$ cat src/rtl/lpif_x2_link_online_ctrl.sv
// Link bring-up sequencer for the x2 asym1 half-rate LPIF slave datapath.
// Brings tx_online up after a programmable delay once the AIB channel is
// ready, qualifies rx lock by counting strobe userbits from rx_phy0, and
// tears the link down with a sticky error when strobes stop after lock.
module lpif_x2_link_online_ctrl #(
    parameter int DLY_WIDTH = 16,
    parameter int CNT_WIDTH = 8
) (
    input  logic                 clk_wr,
    input  logic                 rst_wr_n,
    input  logic                 link_enable,
    input  logic                 phy_ready,
    input  logic                 rx_stb_bit,
    input  logic [DLY_WIDTH-1:0] delay_tx_value,
    input  logic [CNT_WIDTH-1:0] stb_lock_count,
    input  logic [CNT_WIDTH-1:0] stb_timeout,
    input  logic                 err_clear,
    output logic                 tx_online,
    output logic                 rx_online,
    output logic [2:0]           ctrl_state,
    output logic [CNT_WIDTH-1:0] lock_cnt,
    output logic                 link_err
);

    typedef enum logic [2:0] {
        ST_IDLE    = 3'd0,
        ST_TX_DLY  = 3'd1,
        ST_RX_LOCK = 3'd2,
        ST_RX_ON   = 3'd3,
        ST_ERROR   = 3'd4
    } state_t;

    state_t               state, state_nxt;
    logic [DLY_WIDTH-1:0] dly_cnt, dly_nxt;
    logic [CNT_WIDTH-1:0] lock_q, lock_nxt;
    logic [CNT_WIDTH-1:0] gap_q, gap_nxt;
    logic [CNT_WIDTH-1:0] lock_inc, gap_inc, lock_target;
    logic                 gap_hit;
    logic                 err_set;

    // Counters stick at all-ones rather than wrapping.
    function automatic logic [CNT_WIDTH-1:0] sat_inc(input logic [CNT_WIDTH-1:0] v);
        if (v == '1)
            return v;
        return v + CNT_WIDTH'(1);
    endfunction

    assign lock_inc    = sat_inc(lock_q);
    assign gap_inc     = sat_inc(gap_q);
    // A lock threshold of zero behaves like one strobe.
    assign lock_target = (stb_lock_count == '0) ? CNT_WIDTH'(1) : stb_lock_count;
    // Strobe loss only when this cycle carries no strobe; a strobe on the
    // expiry cycle keeps the link alive.
    assign gap_hit     = !rx_stb_bit && (stb_timeout != '0) && (gap_inc >= stb_timeout);

    assign ctrl_state = state;
    assign lock_cnt   = lock_q;

    // Next-state and counter update; abort overrides everything except ERROR.
    always_comb begin
        state_nxt = state;
        dly_nxt   = dly_cnt;
        lock_nxt  = lock_q;
        gap_nxt   = gap_q;
        err_set   = 1'b0;

        case (state)
            ST_IDLE: begin
                if (link_enable && phy_ready) begin
                    state_nxt = ST_TX_DLY;
                    dly_nxt   = delay_tx_value;
                end
            end
            ST_TX_DLY: begin
                if (dly_cnt == '0)
                    state_nxt = ST_RX_LOCK;
                else
                    dly_nxt = dly_cnt - DLY_WIDTH'(1);
            end
            ST_RX_LOCK: begin
                if (rx_stb_bit) begin
                    lock_nxt = lock_inc;
                    gap_nxt  = '0;
                    if (lock_inc >= lock_target)
                        state_nxt = ST_RX_ON;
                end else if (gap_hit) begin
                    lock_nxt = '0;
                    gap_nxt  = '0;
                end else begin
                    gap_nxt = gap_inc;
                end
            end
            ST_RX_ON: begin
                if (rx_stb_bit) begin
                    gap_nxt = '0;
                end else if (gap_hit) begin
                    state_nxt = ST_ERROR;
                    gap_nxt   = '0;
                    err_set   = 1'b1;
                end else begin
                    gap_nxt = gap_inc;
                end
            end
            ST_ERROR: begin
                if (!link_enable) begin
                    state_nxt = ST_IDLE;
                    dly_nxt   = '0;
                    lock_nxt  = '0;
                    gap_nxt   = '0;
                end
            end
            default: begin
                state_nxt = ST_IDLE;
                dly_nxt   = '0;
                lock_nxt  = '0;
                gap_nxt   = '0;
            end
        endcase

        if ((state != ST_ERROR) && (!link_enable || !phy_ready)) begin
            state_nxt = ST_IDLE;
            dly_nxt   = '0;
            lock_nxt  = '0;
            gap_nxt   = '0;
            err_set   = 1'b0;
        end
    end

    // State, counters, registered online decodes and sticky error flag.
    always_ff @(posedge clk_wr) begin
        if (!rst_wr_n) begin
            state     <= ST_IDLE;
            dly_cnt   <= '0;
            lock_q    <= '0;
            gap_q     <= '0;
            tx_online <= 1'b0;
            rx_online <= 1'b0;
            link_err  <= 1'b0;
        end else begin
            state     <= state_nxt;
            dly_cnt   <= dly_nxt;
            lock_q    <= lock_nxt;
            gap_q     <= gap_nxt;
            tx_online <= (state == ST_RX_LOCK) || (state == ST_RX_ON);
            rx_online <= (state == ST_RX_ON);
            if (err_set)
                link_err <= 1'b1;
            else if (err_clear)
                link_err <= 1'b0;
        end
    end

endmodule

$ cat config.mk
export PLATFORM = sky130hd
export DESIGN_NAME = lpif_x2_link_online_ctrl
export DESIGN_NICKNAME = d
export VERILOG_FILES = /design/src/rtl/lpif_x2_link_online_ctrl.sv
export SDC_FILE = /design/constraint.sdc
export NUM_CORES = 1
export LEC_CHECK = 0
export ABC_CLOCK_PERIOD_IN_PS = 2700
export CAP_MARGIN = 20
export CORE_MARGIN = 10
export CORE_UTILIZATION = 29
export CTS_CLUSTER_DIAMETER = 80
export DETAILED_ROUTE_END_ITERATION = 16
export SYNTH_ARGS = -nofsm -noshare
export SYNTH_HDL_FRONTEND = slang
export SYNTH_SLANG_ARGS = --single-unit
$ cat constraint.sdc
create_clock -name clk_wr -period 2.7 [get_ports clk_wr]
set_input_delay 0.54 -clock clk_wr [delete_from_list [all_inputs] [get_ports clk_wr]]
set_output_delay 0.54 -clock clk_wr [all_outputs]
set_load 0.01 [all_outputs]
# Word-level counts from Yosys, hierarchy flattened

Cells that the tools add are included.
W data, S select, Z words.

$lt $le $gt $ge: 2
Equality and inequality tests: 16
Multiplexer cells: 32
Bitwise gates (word level): 4
$add $sub $neg: 3
Reduce and logical (&&, ||, !) cells: 22

Operator list:

| cell                    | count |
|---|---|
| $mux W8                 | 10 |
| $pmux W16 S4            | 1 |
| $mux W16                | 3 |
| $pmux W8 S3             | 2 |
| $mux W3                 | 7 |
| $add A8 B1 Y8 const B   | 2 |
| $eq A8 B8 Y1 const B    | 2 |
| $ge A8 B8 Y1            | 2 |
| $logic_not A16 Y1       | 1 |
| $ne A2 B2 Y1 const B    | 8 |
| $sub A16 B1 Y16 const B | 1 |
| $pmux W3 S5             | 1 |
| $logic_not A8 Y1        | 1 |
| $mux W1                 | 8 |
| $reduce_bool A8 Y1      | 1 |
| $reduce_and A7 Y1       | 1 |
| $eq A3 B2 Y1 const B    | 2 |
| $ne A3 B3 Y1 const B    | 2 |
| $reduce_or A2 Y1        | 3 |
| $logic_and A1 B1 Y1     | 4 |
| $not A1 Y1              | 4 |
| $reduce_and A4 Y1       | 1 |
| $eq A3 B1 Y1 const B    | 1 |
| $eq A3 B3 Y1 const B    | 1 |
| other kinds (7)         | 10 |

Register bits after elaboration: 38
Word-level logic and storage cells: 86

# Logic depth before layout (Yosys ltp)

Depth in word-level cells: 10
Depth in mapped cells: 13
Mapped depth without buffers: 13

# Worst setup path after synthesis

No wires, ideal clock.

Path type: reg-to-reg
Start: register gap_q[0]
End: register lock_q[0], in the netlist lock_cnt[0]
Setup slack: -0.192 ns
Data arrival time: 2.800 ns
Cell stages (with the launch flop): 13
Required time: 2.608 ns
Period minus slack after synthesis: 2.892 ns
Library setup time: 0.092 ns
Path through: dfxtp_1 > ha_1 > nand2_1 > nor2_1 > nand3_1 > xnor2_1 > ha_1 > nand2b_1 > a2111o_1 > o2111ai_1 > nand2_2 > or3_1 > a311oi_1

Word-level cells in the longest chain between the ends: 7
Elaborated cells on any way between the ends: 9

Ends and longest elaborated chain:

| element                                                               | line | text |
|---|---|---|
| start: declaration                                                    | 36   | `logic [CNT_WIDTH-1:0] gap_q, gap_nxt;` |
| start signal: assignment                                              | 143  | `gap_q <= gap_nxt;` |
| parallel branches: the longest is 2 deep, another holds $add A8 B1 Y8 | -    |  |
| $mux W8 *                                                             | 45   | `return v + CNT_WIDTH'(1);` |
| $ge A8 B8 Y1 *                                                        | 54   | `assign gap_hit = !rx_stb_bit && (stb_timeout != '0) && (gap_inc >= stb_timeout);` |
| $logic_and A1 B1 Y1 *                                                 | 54   |  |
| $ne A3 B3 Y1 (no line) *                                              | -    |  |
| $reduce_and A3 Y1 (no line) *                                         | -    |  |
| end signal: assignment                                                | 142  | `lock_q <= lock_nxt;` |
| end: declaration                                                      | 35   | `logic [CNT_WIDTH-1:0] lock_q, lock_nxt;` |

Every way passes the cells marked *. The select of a mux whose other input is x is not followed.
A chain may end at the register's enable or synchronous reset.

# Worst setup path after layout

Start: register gap_q[0]
End: register lock_q[1], in the netlist lock_cnt[1]

The elaborated chain is that of the path after synthesis.

==> results.md <==
* Area Growth Syn to Fin at 39.0%
* CTS tree: done
* Flops & latches, synth at 38
* Synth Net Count at 395
* Initial core utilization at 30.1%
* Power Dens Cells at 335 nW/µm²
* Max incr delay on CP at 0.41 ns
* Dominant cell type by area after synthesis: dfxtp_1
* Clock Skew at 0.00781 ns
* Placed Cells at 507
* Cells on Worst Hold Path at 2
* GR Util All Layers at 11.2%
* Synth cell types at 55
* Largest net degree at the start of global routing at 31
* Final min period at 2.68 ns
* Number of buffers and inverters on the critical path at 2
* Clk root buf: clkbuf_8
* Fin crit share at 99.2%
* Initial antenna violation count at 0
* PnR worst setup slack at 0.0220 ns
* Worst Tran Pin Value at 0.556 ns
* Clock net sink count at 38
* Top_reg_cell synth: dfxtp_1
* Row cnt at 34
* Slowest cell on crit path: a2111o_1
* Post-route insts no fill at 518
* Crit-path max FO at 7
* Mapped Cells at 338
* Diodes inserted at 0
* Worst setup EP type: register
* FFs w/ async S/R, synth at 0%
* Pleak at 1.50 nW
* Slew headroom at 62.9%
* Worst Path Class, Setup: reg -> reg
* Post-DP HPWL at 5.79 mm
* Die H at 116 µm
* First-pass DRT Iterations at 5
* Final Util at 41.8%
* Number of enable flip-flop cells after synthesis at 0
* Routed len/inst at 14.9 µm
* Port buffer count at 51
* DR iter-0 viols at 146
* YS warnings at 0
* Area after DPL at 3460 µm²
* Clk buf depth at 2
* Fmax at 373 MHz
* Num ports at 52
* Min-delay worst type: reg -> reg
* # fillers at 929
* Vias in the first global route at 2615
* Final hold vios at 0
* Non-Filler Cell Area, Final at 3700 µm²
* CP Data Required Time at 2.94 ns
* R2R depth at 14
* Cell Area, Synth at 2660 µm²
* Fin nets at 466
* Register area share after synthesis at 28.6%
* First-pass GRT wire length at 12.6 mm
* Slew Limit Fails at 0
* Top delay family on crit path: compound AO/OA/AOI/OAI gates
* Worst slack at placement at -0.0553 ns
* Synth top area share at 28.6%
* Startpoint types: register
* Status: completed
* Clock latency on the worst-skew pair at 0.29 ns
* Total CTS buffers at 5
* Commonest non-fill, non-tap cell in the layout: clkdlybuf4s50_1
* CP arrival at 2.91 ns
* Placer Congestion at 0.808
* Largest cells by area after synthesis: dfxtp_1 (29%), ha_1 (8.9%), nor2_1 (5.6%)
* H-tree depth at 2
* Pwr Total at 1.24 mW
* Via count at 2705
* Core Box Area at 8850 µm²
* Synthesized area per cell at 7.88 µm²
* Cells along the critical path: ha_4, nand2_4, nor2_4, nand3_4, xnor2_2, ha_1, nand2b_4, a2111o_1, o2111ai_2, nand2_2, buf_6, o41ai_4, buf_4, a22o_1
* Clock-pin slew on the worst setup and hold paths at 0.08 ns
* Commonest cells after routing, fill and taps aside: clkdlybuf4s50_1 (51), nor2_1 (35), dfxtp_1 (33)
* DRC at 0
* Max cap viols at 0
* Share of cells above drive strength 1 at 16.8%
* R2r setup slk at 0.02 ns
* Maximum VDD drop at 175 µV
* Die area at 13400 µm²
* Routed wire length at 7.71 mm
* Antenna-violating nets left at 0
* Via density at 5.22
* Worst path depth at 14
* Grt ovf at 0
* Unrepaired setup endpoints after global routing: yes
* Final setup violation count at 0
* DIE WIDTH at 116 µm
## metal layers
metal	wire (µm)	global-route usage, %	up-vias
met4	94	3.42	0
met2	3540	17.9	68
met1	3600	14.6	1231
met3	481	2.64	9
li1	-	-	1397
met5	0	0	-
## metrics by stage
stage | TNS, ns | hold WS, ns
floorplan | 0 | 0.453
global placement | 0 | 0.471
finish | 0 | 0.475
CTS | 0 | 0.490
global route | -2.35 | 0.498
detailed placement | -0.0970 | 0.477
## Yosys cell counts (2+ instances only)
| master | instances |
|---|---|
| and2_1 | 4 |
| nand2_1 | 28 |
| nand4_1 | 4 |
| a2111oi_0 | 2 |
| and3_1 | 3 |
| o21a_1 | 6 |
| o21ai_1 | 4 |
| xnor2_1 | 8 |
| xor2_1 | 4 |
| nand3_1 | 12 |
| nor2b_1 | 2 |
| a21boi_0 | 2 |
| nand3b_1 | 2 |
| a22oi_1 | 11 |
| a21o_1 | 2 |
| a21oi_1 | 15 |
| a31oi_1 | 4 |
| nor2_1 | 40 |
| nor3_1 | 6 |
| nor4_1 | 7 |
| or3_1 | 2 |
| o21ai_0 | 19 |
| nand2b_1 | 7 |
| o211ai_1 | 2 |
| ha_1 | 19 |
| inv_1 | 20 |
| or2_2 | 2 |
| a32o_1 | 10 |
| nor3_2 | 2 |
| a211oi_1 | 5 |
| a22o_1 | 9 |
| o41ai_1 | 2 |
| a221oi_1 | 2 |
| dfxtp_1 | 38 |
| buf_2 | 4 |
| clkbuf_1 | 10 |
## sequential cells by signal (all words and copies together) (netlist names)
| signal | cells |
|---|---|
| dly_cnt | 16 |
| rx_online | 1 |
| tx_online | 1 |
| link_err | 1 |
| ctrl_state | 3 |
| gap_q | 8 |
| lock_cnt | 8 |
## final cells by class
| type | instances | area (µm²) | share of cell area (%) |
|---|---|---|---|
| sequential | 38 | 767 | 20.7 |
| inverter | 21 | 78.8 | 2.13 |
| clock buffer | 8 | 110 | 2.97 |
| multi-input combinational | 265 | 1880 | 50.8 |
| timing repair buffer | 78 | 729 | 19.7 |
| tap | 108 | 135 | 3.65 |
## power breakdown
part           total [mW]  switching (mW)  internal, mW  leakage (nW)
Clock               0.463           0.205         0.258        0.0575
Combinational       0.207          0.0957         0.111          1.14
Sequential          0.571         0.00634         0.564         0.309
## final timing paths
kind                  to      from
max          lock_cnt[1]  gap_q[0]
min             link_err  link_err
max reg2reg  lock_cnt[1]  gap_q[0]
min reg2reg     link_err  link_err
## timing repair
item                                    in CTS  in global routing
resized for setup                            6                 20
hold buffers                                 0                  0
buffers inserted                             1                  2
pin swaps                                    7                 14
cloned                                       0                  0
endpoints found under the setup margin       1                 20
## cell families (layout without fill, tap and decap cells)
kind of cell / after synthesis / after routing / synth area share (%)
XOR/XNOR: 12 / 12 / 3.95
AO/OA/AOI/OAI: 103 / 103 / 28.1
buffers and inverters: 35 / 107 / 5.12
multiplexers: 1 / 1 / 0.423
AND/OR/NAND/NOR: 130 / 130 / 24.9
flip-flops: 38 / 38 / 28.6
adder cells (fa/ha/maj): 19 / 19 / 8.92
## worst register-to-register path, delay by kind of cell, from the launching register on
family                     cells  cell delay, ns
AOI/OAI and AO/OA              4            0.85
xor gates and xnor gates       1            0.16
adders and majority gates      2            0.43
buffers and inverters          2            0.33
DFF                            1            0.36
and+or+nand+nor                5            0.51
Power figures use the tool's default switching activity.
